$ cat config.mk
export PLATFORM = sky130hd
export DESIGN_NAME = keypad_entry_flat
export DESIGN_NICKNAME = d
export VERILOG_FILES = /design/src/rtl/keypad_pkg.sv /design/src/rtl/keypad_if.sv /design/src/rtl/keypad_scanner.sv /design/src/rtl/keypad_entry.sv /design/src/flat_wrapper.sv
export SDC_FILE = /design/constraint.sdc
export NUM_CORES = 1
export LEC_CHECK = 0
export CORE_ASPECT_RATIO = 1.2
export CORE_MARGIN = 10
export CORE_UTILIZATION = 58
export CTS_CLUSTER_DIAMETER = 30
export DETAILED_ROUTE_END_ITERATION = 10
export PLACE_DENSITY = 0.9
export SLEW_MARGIN = 10
export SYNTH_ARGS = -nofsm -noshare
export SYNTH_HDL_FRONTEND = slang
export SYNTH_HIERARCHICAL = 1
export SYNTH_SLANG_ARGS = --single-unit
$ cat constraint.sdc
create_clock -name clk -period 6 [get_ports clk]
set_input_delay 0.9 -clock clk [delete_from_list [all_inputs] [get_ports clk]]
set_output_delay 0.9 -clock clk [all_outputs]
set_load 0.05 [all_outputs]
$ cat src/rtl/keypad_pkg.sv
// Shared keypad types: key codes, debounce FSM states,
// matrix lookup and entry arithmetic.
package keypad_pkg;

  localparam logic [3:0] KEY_A    = 4'hA;
  localparam logic [3:0] KEY_B    = 4'hB;
  localparam logic [3:0] KEY_C    = 4'hC;
  localparam logic [3:0] KEY_D    = 4'hD;
  localparam logic [3:0] KEY_STAR = 4'hE;
  localparam logic [3:0] KEY_HASH = 4'hF;

  typedef enum logic [1:0] {
    ST_IDLE,
    ST_PRESS,
    ST_HELD,
    ST_RELEASE
  } state_t;

  function automatic logic [3:0] key_lookup(
    input logic [1:0] row,
    input logic [1:0] col
  );
    logic [3:0] code;
    unique case ({row, col})
      4'h0: code = 4'h1;
      4'h1: code = 4'h2;
      4'h2: code = 4'h3;
      4'h3: code = KEY_A;
      4'h4: code = 4'h4;
      4'h5: code = 4'h5;
      4'h6: code = 4'h6;
      4'h7: code = KEY_B;
      4'h8: code = 4'h7;
      4'h9: code = 4'h8;
      4'hA: code = 4'h9;
      4'hB: code = KEY_C;
      4'hC: code = KEY_STAR;
      4'hD: code = 4'h0;
      4'hE: code = KEY_HASH;
      default: code = KEY_D;
    endcase
    return code;
  endfunction

  // Shift in one decimal digit, clamping at 255.
  function automatic logic [7:0] entry_digit(
    input logic [7:0] e,
    input logic [3:0] d
  );
    logic [11:0] p;
    p = 12'(e) * 12'd10 + 12'(d);
    return (p > 12'd255) ? 8'hFF : p[7:0];
  endfunction

endpackage

$ cat src/rtl/keypad_if.sv
// Keypad pins plus entry/value result bus.
// slave: keypad_entry side; master: board/consumer side.
interface keypad_if;
  logic       enable;
  logic [3:0] key_row;
  logic [3:0] key_col;
  logic [7:0] entry;
  logic [7:0] value;
  logic       value_valid;
  logic [3:0] key_code;
  logic       key_valid;

  modport master (
    output enable, key_row,
    input  key_col, entry, value,
    input  value_valid, key_code, key_valid
  );

  modport slave (
    input  enable, key_row,
    output key_col, entry, value,
    output value_valid, key_code, key_valid
  );
endinterface

$ cat src/rtl/keypad_scanner.sv
// Column scanner: row sync, dwell/column counters,
// per-frame single-key detection.
module keypad_scanner
  import keypad_pkg::*;
#(
  parameter int SCAN_BITS = 13
) (
  input  logic       clk,
  input  logic       rst,
  input  logic       enable,
  input  logic [3:0] key_row,
  output logic [3:0] key_col,
  output logic       frm_valid,
  output logic       frm_key,
  output logic [3:0] frm_code
);

  logic [3:0]           row_s1;
  logic [3:0]           row_s2;
  logic [SCAN_BITS-1:0] dwell;
  logic [1:0]           col_sel;
  logic [1:0]           col_nxt;
  logic                 run;
  logic                 wrap;
  logic                 smp;
  logic [1:0]           acc_n;
  logic [3:0]           acc_code;
  logic [3:0]           lows;
  logic [2:0]           n_low;
  logic [2:0]           tot_raw;
  logic [1:0]           tot;
  logic [1:0]           low_row;
  logic [3:0]           this_code;

  assign wrap    = &dwell;
  assign smp     = run & wrap;
  assign col_nxt = col_sel + 2'(wrap);

  always_comb begin
    lows    = ~row_s2;
    n_low   = 3'(lows[0]) + 3'(lows[1])
            + 3'(lows[2]) + 3'(lows[3]);
    low_row = 2'd0;
    for (int i = 3; i >= 0; i--)
      if (lows[i]) low_row = 2'(i);
    tot_raw = 3'(acc_n) + n_low;
    tot     = (tot_raw >= 3'd2) ? 2'd2 : tot_raw[1:0];
    this_code = key_lookup(low_row, col_sel);
  end

  assign frm_valid = smp && (col_sel == 2'd3);
  assign frm_key   = (tot == 2'd1);
  assign frm_code  = (acc_n == 2'd0) ? this_code : acc_code;

  always_ff @(posedge clk or negedge rst) begin
    if (!rst) begin
      row_s1 <= 4'hF;
      row_s2 <= 4'hF;
    end else begin
      row_s1 <= key_row;
      row_s2 <= row_s1;
    end
  end

  // run gates the first cycle after enable so column 0 gets a full dwell.
  always_ff @(posedge clk or negedge rst) begin
    if (!rst) begin
      dwell    <= '0;
      col_sel  <= 2'd0;
      run      <= 1'b0;
      key_col  <= 4'hF;
      acc_n    <= 2'd0;
      acc_code <= 4'h0;
    end else if (!enable) begin
      dwell    <= '0;
      col_sel  <= 2'd0;
      run      <= 1'b0;
      key_col  <= 4'hF;
      acc_n    <= 2'd0;
      acc_code <= 4'h0;
    end else if (!run) begin
      run     <= 1'b1;
      key_col <= 4'b1110;
    end else begin
      dwell   <= dwell + 1'b1;
      col_sel <= col_nxt;
      key_col <= ~(4'b0001 << col_nxt);
      if (smp) begin
        if (col_sel == 2'd3) begin
          acc_n    <= 2'd0;
          acc_code <= 4'h0;
        end else begin
          acc_n <= tot;
          if (acc_n == 2'd0) acc_code <= this_code;
        end
      end
    end
  end

endmodule

$ cat src/rtl/keypad_entry.sv
// Keypad front end: debounce FSM, digit entry
// with saturation, and commit of the entered value.
module keypad_entry
  import keypad_pkg::*;
#(
  parameter int SCAN_BITS      = 13,
  parameter int DEBOUNCE_SCANS = 4
) (
  input logic clk,
  input logic rst,
  keypad_if.slave bus
);

  localparam logic [3:0] DEB = 4'(DEBOUNCE_SCANS);
  localparam bit ONE_SHOT = (DEBOUNCE_SCANS == 1);

  logic       frm_valid;
  logic       frm_key;
  logic [3:0] frm_code;

  state_t     state;
  state_t     state_n;
  logic [3:0] cnt;
  logic [3:0] cnt_n;
  logic [3:0] cnt_inc;
  logic [3:0] cand;
  logic [3:0] cand_n;
  logic       fire;

  logic [7:0] entry_q;
  logic [7:0] entry_n;
  logic [7:0] value_q;
  logic [7:0] value_n;
  logic [3:0] code_q;
  logic [3:0] code_n;
  logic       kv_q;
  logic       vv_q;
  logic       vv_n;

  keypad_scanner #(
    .SCAN_BITS (SCAN_BITS)
  ) u_scan (
    .clk       (clk),
    .rst       (rst),
    .enable    (bus.enable),
    .key_row   (bus.key_row),
    .key_col   (bus.key_col),
    .frm_valid (frm_valid),
    .frm_key   (frm_key),
    .frm_code  (frm_code)
  );

  assign cnt_inc = cnt + 4'd1;

  always_comb begin
    state_n = state;
    cnt_n   = cnt;
    cand_n  = cand;
    fire    = 1'b0;
    if (!bus.enable) begin
      state_n = ST_IDLE;
      cnt_n   = 4'd0;
    end else if (frm_valid) begin
      unique case (state)
        ST_IDLE: begin
          if (frm_key) begin
            cand_n = frm_code;
            if (ONE_SHOT) begin
              state_n = ST_HELD;
              cnt_n   = 4'd0;
              fire    = 1'b1;
            end else begin
              state_n = ST_PRESS;
              cnt_n   = 4'd1;
            end
          end
        end
        ST_PRESS: begin
          if (!frm_key) begin
            state_n = ST_IDLE;
            cnt_n   = 4'd0;
          end else if (frm_code != cand) begin
            cand_n = frm_code;
            cnt_n  = 4'd1;
          end else if (cnt_inc >= DEB) begin
            state_n = ST_HELD;
            cnt_n   = 4'd0;
            fire    = 1'b1;
          end else begin
            cnt_n = cnt_inc;
          end
        end
        ST_HELD: begin
          if (!frm_key) begin
            if (ONE_SHOT) begin
              state_n = ST_IDLE;
            end else begin
              state_n = ST_RELEASE;
              cnt_n   = 4'd1;
            end
          end
        end
        ST_RELEASE: begin
          if (frm_key) begin
            state_n = ST_HELD;
            cnt_n   = 4'd0;
          end else if (cnt_inc >= DEB) begin
            state_n = ST_IDLE;
            cnt_n   = 4'd0;
          end else begin
            cnt_n = cnt_inc;
          end
        end
        default: state_n = ST_IDLE;
      endcase
    end
  end

  always_comb begin
    entry_n = entry_q;
    value_n = value_q;
    code_n  = code_q;
    vv_n    = 1'b0;
    if (fire) begin
      code_n = cand_n;
      unique case (1'b1)
        (cand_n <= 4'd9): begin
          entry_n = entry_digit(entry_q, cand_n);
        end
        (cand_n == KEY_STAR): begin
          entry_n = 8'd0;
        end
        (cand_n == KEY_HASH): begin
          value_n = entry_q;
          vv_n    = 1'b1;
          entry_n = 8'd0;
        end
        default: ;
      endcase
    end
  end

  always_ff @(posedge clk or negedge rst) begin
    if (!rst) begin
      state <= ST_IDLE;
      cnt   <= 4'd0;
      cand  <= 4'd0;
    end else begin
      state <= state_n;
      cnt   <= cnt_n;
      cand  <= cand_n;
    end
  end

  always_ff @(posedge clk or negedge rst) begin
    if (!rst) begin
      entry_q <= 8'd0;
      value_q <= 8'd0;
      code_q  <= 4'd0;
      kv_q    <= 1'b0;
      vv_q    <= 1'b0;
    end else begin
      entry_q <= entry_n;
      value_q <= value_n;
      code_q  <= code_n;
      kv_q    <= fire;
      vv_q    <= vv_n;
    end
  end

  assign bus.entry       = entry_q;
  assign bus.value       = value_q;
  assign bus.key_code    = code_q;
  assign bus.key_valid   = kv_q;
  assign bus.value_valid = vv_q;

endmodule

$ cat src/flat_wrapper.sv
// flat-port wrapper written by rule: the top's interface ports become plain ports
module keypad_entry_flat import keypad_pkg::*;
#(
  parameter int SCAN_BITS      = 13,
  parameter int DEBOUNCE_SCANS = 4
)
  (clk, rst, bus_enable, bus_key_row, bus_key_col, bus_entry, bus_value, bus_value_valid, bus_key_code, bus_key_valid);
  keypad_if bus_i ();
  input logic clk;
  input logic rst;
  input wire logic [$bits(bus_i.enable)-1:0] bus_enable;
  input wire logic [$bits(bus_i.key_row)-1:0] bus_key_row;
  output wire logic [$bits(bus_i.key_col)-1:0] bus_key_col;
  output wire logic [$bits(bus_i.entry)-1:0] bus_entry;
  output wire logic [$bits(bus_i.value)-1:0] bus_value;
  output wire logic [$bits(bus_i.value_valid)-1:0] bus_value_valid;
  output wire logic [$bits(bus_i.key_code)-1:0] bus_key_code;
  output wire logic [$bits(bus_i.key_valid)-1:0] bus_key_valid;
  assign bus_i.enable = bus_enable;
  assign bus_i.key_row = bus_key_row;
  assign bus_key_col = bus_i.key_col;
  assign bus_entry = bus_i.entry;
  assign bus_value = bus_i.value;
  assign bus_value_valid = bus_i.value_valid;
  assign bus_key_code = bus_i.key_code;
  assign bus_key_valid = bus_i.key_valid;
  keypad_entry #(.SCAN_BITS(SCAN_BITS), .DEBOUNCE_SCANS(DEBOUNCE_SCANS)) u_core (.clk(clk), .rst(rst), .bus(bus_i));
endmodule
==> reports/qor.txt, run 1 <==
Post-DRT Antenna Nets: 0
root buf cell: clkbuf_8
Hold Path Class: reg -> reg
pre-CTS setup slack: 1.10 ns
syn_area_per_cell: 10.6 um2
First-pass DRT Iterations: 4
initial core utilization: 0.609
Placeable Area: 6130 um2
slew margin rel.: 0.466
DIE WIDTH: 93.2 um
Yosys reg bits: 66
CTS Buf Count: 9
largest net degree at the start of global routing: 67
Post-Synthesis Net Count: 385
Data required, critical path: 6.22 ns
share of post-route cells with drive strength above 1: 0.140
num ports: 33
clock tree buffer depth: 2
min cycle time layout: 4.98 ns
critical path data arrival time: 5.21 ns
Mapped Cells: 351
sequential fraction of the synthesis area: 0.447
VDD IR max: 0.118 mV
clock-pin slew on the worst setup and hold paths: 0.07 ns
Remaining Overflow, GRT: 0
Synth Flop Type: dfrtp_1
final hold viol count: 0
DR iter-0 viols: 191
final setup TNS: 0 ns
via count: 2799
CTS H-tree depth: 3
share of the synthesized area in the top cell type: 0.362
Worst Tran Pin Value: 0.801 ns
Synth Cell Area: 3730 um2
number of global-route vias before repair: 2901
area leader, netlist: dfrtp_1
CTS tree: built
final slew viol count: 0
final worst path period share: 0.831
Placer Congestion: 0.896
number of max-cap violations: 0
number of antenna violations at the first check in global routing: 0
hold_buf cts: 0
Via density: 5.88
drt total wl: 7820 um
Fmax: 201 MHz
Total GRT Usage: 0.166
setup violators final: 0
Synth cell types: 64
first-pass GRT wire length: 13700 um
Filler cells: 465
Cell Pwr Density: 194 nW/um2
Async S/R FF share, synth: 1.00
CTS resizes: 0
n_diodes: 0
worst-path fanout max: 8
nets: 423
HPWL after DPL: 5680 um
DRC viols: 0
final setup margin: 1.02 ns
die footprint: 10100 um2
Port Buf Inserts: 32
synth top area cells: dfrtp_1 36%, dfstp_2 8.5%, ha_1 7.4%
Yosys warning total: 6
critical path launch point type: register
critical path endpoint category: register
clk_skew: 0.0109 ns
average routed wire per standard cell: 16.4 um
P&R area growth vs syn: 15.5%
RSZ-0062 raised after global routing: false
most frequent cells in the layout: 54 x dfrtp_1, 39 x nand2_1, 31 x clkdlybuf4s50_1
Post-synth EDFFs: 0
clock latency on the worst-skew pair: 0.34 ns
Reg with most FFs: u_core/u_scan/dwell
critical path class: reg -> reg
clk sinks: 66
die span in y: 108 um
Leakage: 2.14 nW
Rows: 31
Largest register FFs: 13
Setup Fix Bufs, Post-CTS: 0
most common cell after layout, fill and taps aside: dfrtp_1
run status: completed
[cell usage after synthesis (all sizes together), types with 10 or more instances]
cell type,count
a21oi,13
and2,15
dfrtp,54
dfstp,12
ha,22
inv,21
nand2,39
nand3,11
nor2,10
o21ai,17
xnor2,12
xor2,10
[layout make-up]
cell class | count | area, um2 | area share
multi-input cells | 256 | 1950 | 0.452
flip-flops and latches | 66 | 1670 | 0.387
repair buffers | 35 | 338 | 0.0784
clock buffers | 12 | 145 | 0.0337
well taps | 82 | 103 | 0.0238
inverters | 21 | 78.8 | 0.0183
clock inverters | 4 | 28.8 | 0.00668
[power by group]
part	internal, mW	switching [mW]	leakage (nW)
Combinational	0.0169	0.0302	1.18
Sequential	0.453	0.00832	0.876
Clock	0.161	0.168	0.0826
[path summary, 6_finish.rpt]
| check | slack, ns | from | depth (start not counted) | end |
|---|---|---|---|---|
| min reg2reg | 0.36 | u_core/u_scan/row_s1[1]$_DFF_PN1_ | 0 | u_core/u_scan/row_s2[1]$_DFF_PN1_ |
| max reg2reg | 1.02 | u_core/u_scan/acc_n[0]$_DFFE_PN0P_ | 17 | u_core/bus.entry[4]$_DFFE_PN0P_ |
| min | 0.36 | u_core/u_scan/row_s1[1]$_DFF_PN1_ | 0 | u_core/u_scan/row_s2[1]$_DFF_PN1_ |
| min in group asynchronous | 0.74 | rst | 2 | u_core/u_scan/dwell[4]$_DFFE_PN0P_ |
| max in group asynchronous | 4.74 | rst | 2 | u_core/bus.key_valid$_DFF_PN0_ |
| max | 1.02 | u_core/u_scan/acc_n[0]$_DFFE_PN0P_ | 17 | u_core/bus.entry[4]$_DFFE_PN0P_ |
[cells by family (layout without fill, tap and decap cells)]
logic type               after synthesis  count (layout)  share of synthesized area
AND/OR/NAND/NOR                      128             128                      0.201
flip-flops                            66              66                      0.447
AO/OA/AOI/OAI                         62              62                      0.117
buffers and inverters                 29              72                     0.0312
adder cells (fa/ha/maj)               27              27                      0.101
XOR/XNOR                              22              22                     0.0516
multiplexers                          17              17                     0.0523
[layer usage]
layer | GRT usage | share of wire
met4 | 0.0993 | 0.034
met3 | 0.0349 | 0.036
met5 | 0 | 0
met1 | 0.177 | 0.40
met2 | 0.294 | 0.53
[through the flow]
step	area (um2)	total power, mW	instances	util	hold WS (ns)
floorplan	3730	0.496	351	-	0.345
global placement	4130	0.513	460	0.675	0.346
detailed placement	4130	0.516	460	0.675	0.347
CTS	4310	0.842	476	0.703	0.357
global route	4310	0.872	476	0.703	0.357
finish	4310	0.838	476	0.703	0.356
[critical path: stages (launching register included)]
cell and delay (ns):
dfrtp_1 0.38, inv_1 0.07, fa_1 0.49, inv_1 0.05, fa_1 0.39, fa_1 0.44
nor2_1 0.15, and2_1 0.31, nand4b_4 0.21, mux2i_2 0.42, inv_1 0.12, ha_1 0.29
a21o_1 0.12, nand4_1 0.15, a2111oi_1 0.52, mux2_4 0.40, o31ai_1 0.29, nand2_1 0.08
No activity file was read; power rests on OpenSTA's default activity.
==> run 2, diff against run 1 <==
--- a/config.mk
+++ b/config.mk
@@ -7,10 +7,10 @@
 export LEC_CHECK = 0
 export CORE_ASPECT_RATIO = 1.2
 export CORE_MARGIN = 10
-export CORE_UTILIZATION = 58
+export CORE_UTILIZATION = 52
 export CTS_CLUSTER_DIAMETER = 30
 export DETAILED_ROUTE_END_ITERATION = 10
-export PLACE_DENSITY = 0.9
+export PLACE_DENSITY = 0.86
 export SLEW_MARGIN = 10
 export SYNTH_ARGS = -nofsm -noshare
 export SYNTH_HDL_FRONTEND = slang
==> constraint.sdc (replaced) <==
create_clock -name clk -period 4.2 [get_ports clk]
set_input_delay 0.63 -clock clk [delete_from_list [all_inputs] [get_ports clk]]
set_output_delay 0.63 -clock clk [all_outputs]
set_load 0.05 [all_outputs]
==> reports/qor.txt, run 2 (synthesized netlist as in run 1, its figures left out) <==
run status: finished, violations left
failing checks: setup timing
nets: 441 (+4.3%)
Placed Cells incl. Taps: 479 (+4.1%)
number of max-cap violations: 0 (unchanged)
DRC viols: 0 (unchanged)
Cell Pwr Density: 267 nW/um2 (+37%)
most frequent cells in the layout: 54 x dfrtp_1, 39 x nand2_1, 31 x clkdlybuf4s50_1
die footprint: 11000 um2 (+9.2%)
HPWL after DPL: 5740 um (+0.97%)
RSZ-0062 raised after global routing: true
clock-pin slew on the worst setup and hold paths: 0.07 ns (about the same)
Data required, critical path: 4.43 ns (-1.79 ns)
num ports: 33 (unchanged)
critical path's largest stage delay: 0.52 ns (about the same)
cell area after layout: 4570 um2 (+6.0%)
clk sinks: 66 (unchanged)
critical path depth: 16 (-1)
worst-path fanout max: 8 (unchanged)
final worst path period share: 1.04 (+0.211)
Reg with most FFs: u_core/u_scan/dwell
critical path endpoint category: register
clk_skew: 0.00685 ns (-0.00404 ns)
Placed Area: 4270 um2 (+3.4%)
Largest register FFs: 13 (unchanged)
Register Area: 1670 um2 (unchanged)
number of global-route vias before repair: 2956 (+1.9%)
average routed wire per standard cell: 16.3 um (-0.87%)
via count: 2832 (+1.2%)
P&R area growth vs syn: 22.4%
CTS H-tree depth: 3 (unchanged)
worst hold path stage count: 0 (unchanged)
setup violators final: 8 (+8)
CTS tree: built
multi-input logic area: 2060 um2 (+5.8%)
Post-DRT Antenna Nets: 0 (unchanged)
n_diodes: 0 (unchanged)
DIE WIDTH: 97.3 um (+4.4%)
CP max stage cell: fa_1
number of antenna violations at the first check in global routing: 0 (unchanged)
largest net degree at the start of global routing: 43 (-36%)
Port Buf Inserts: 32 (unchanged)
Filler cells: 517 (+11%)
crit-path cells: inv_2 -> fa_1 -> inv_2 -> fa_2 -> fa_1 -> nor2_2 -> and2_4 -> nand4b_4 -> mux2i_4 -> inv_1 -> ha_1 -> nand4_1 -> a2111oi_4 -> mux2_4 -> o31ai_2 -> nand2_1
critical path data arrival time: 4.61 ns (-0.60 ns)
top cell family by delay on the critical path: adder cells
die span in y: 113 um (+4.6%)
Remaining Overflow, GRT: 0 (unchanged)
Hold Path Class: reg -> reg
WP buf/inv: 3 (unchanged)
clock tree buffer depth: 2 (unchanged)
initial core utilization: 0.541 (-0.0677)
critical path class: reg -> reg
Fmax: 229 MHz (+14%)
Rows: 33 (+6.5%)
Placer Congestion: 0.877 (-2.1%)
min cycle time layout: 4.38 ns (-0.608 ns)
most common cell after layout, fill and taps aside: dfrtp_1
clock latency on the worst-skew pair: 0.35 ns (about the same)
final slew viol count: 0 (unchanged)
drt total wl: 8130 um (+3.9%)
DR iter-0 viols: 120 (-37%)
Final Total Pwr: 1.22 mW (+45%)
root buf cell: clkbuf_8
slew margin rel.: 0.182 (-0.285)
VDD IR max: 0.183 mV (+55%)
Via density: 5.68 (-3.5%)
final hold viol count: 0 (unchanged)
pre-CTS setup slack: -0.151 ns (-1.25 ns)
Worst Tran Pin Value: 1.23 ns (+0.424 ns)
R2R depth: 16 (-1)
Total GRT Usage: 0.146 (-0.0195)
Leakage: 2.17 nW (+1.1%)
first-pass GRT wire length: 13400 um (-1.7%)
First-pass DRT Iterations: 5 (+1)
CTS Buf Count: 9 (unchanged)
critical path launch point type: register
final setup margin: -0.176 ns (-1.19 ns)
Cell Count, Final, Fillers Out: 499 (+4.8%)
share of post-route cells with drive strength above 1: 0.216 (+0.0764)
Placeable Area: 6900 um2 (+13%)
final setup TNS: -1.06 ns (-1.06 ns)
==> run 2: cell types whose count changed in the layout (fill, tap and decap cells not counted), moves of 2 or more <==
cell	before	now
buf_4	3	21
clkbuf_1	2	0
inv_1	21	18
inv_2	0	3
mux2i_2	3	1
mux2i_4	0	2
o31ai_1	9	2
o31ai_2	0	3
o31ai_4	0	4
==> run 2: cell type report <==
| class | instances | area share |
|---|---|---|
| multi-input cells | 256 | 0.451 |
| clock buffers | 10 | 0.0301 |
| well taps | 87 | 0.0238 |
| inverters | 21 | 0.0173 |
| repair buffers | 53 | 0.104 |
| clock inverters | 6 | 0.00904 |
| flip-flops and latches | 66 | 0.365 |
==> run 2: path summary, 6_finish.rpt <==
check                                                         from                            endpoint  slack, ns
worst max-delay path            u_core/u_scan/acc_n[0]$_DFFE_PN0P_     u_core/bus.entry[1]$_DFFE_PN0P_      -0.18
worst min-delay path             u_core/u_scan/row_s1[3]$_DFF_PN1_   u_core/u_scan/row_s2[3]$_DFF_PN1_       0.36
worst max register to register  u_core/u_scan/acc_n[0]$_DFFE_PN0P_     u_core/bus.entry[1]$_DFFE_PN0P_      -0.18
worst min register to register   u_core/u_scan/row_s1[3]$_DFF_PN1_   u_core/u_scan/row_s2[3]$_DFF_PN1_       0.36
max in group asynchronous                                      rst   u_core/u_scan/row_s2[2]$_DFF_PN1_       2.87
min in group asynchronous                                      rst  u_core/u_scan/dwell[4]$_DFFE_PN0P_       0.42
==> run 2: routing by layer <==
layer	up-vias	track usage	part of all wire
li1	1356	-	-
met1	1395	0.149	0.40
met2	60	0.264	0.52
met3	21	0.0493	0.048
met4	0	0.0689	0.029
met5	-	0	0
==> run 2: report_power, final <==
group	total, mW	internal [mW]	switching [mW]
clock	0.480	0.230	0.250
combinational	0.0822	0.0335	0.0487
sequential	0.656	0.647	0.00840
total	1.22	0.910	0.307
==> run 2: repair_timing <==
item | in CTS | in global routing
hold buffers | 0 | 0
resized for setup | 6 | 11
pin swaps | 1 | 11
setup buffers | 2 | 2
setup endpoints to repair | 8 | 8
==> run 2: stage by stage <==
step	hold slack (ns)	util
finish	0.357	0.662
global route	0.358	0.662
CTS	0.357	0.651
detailed placement	0.347	0.620
global placement	0.346	0.620
floorplan	0.334	-
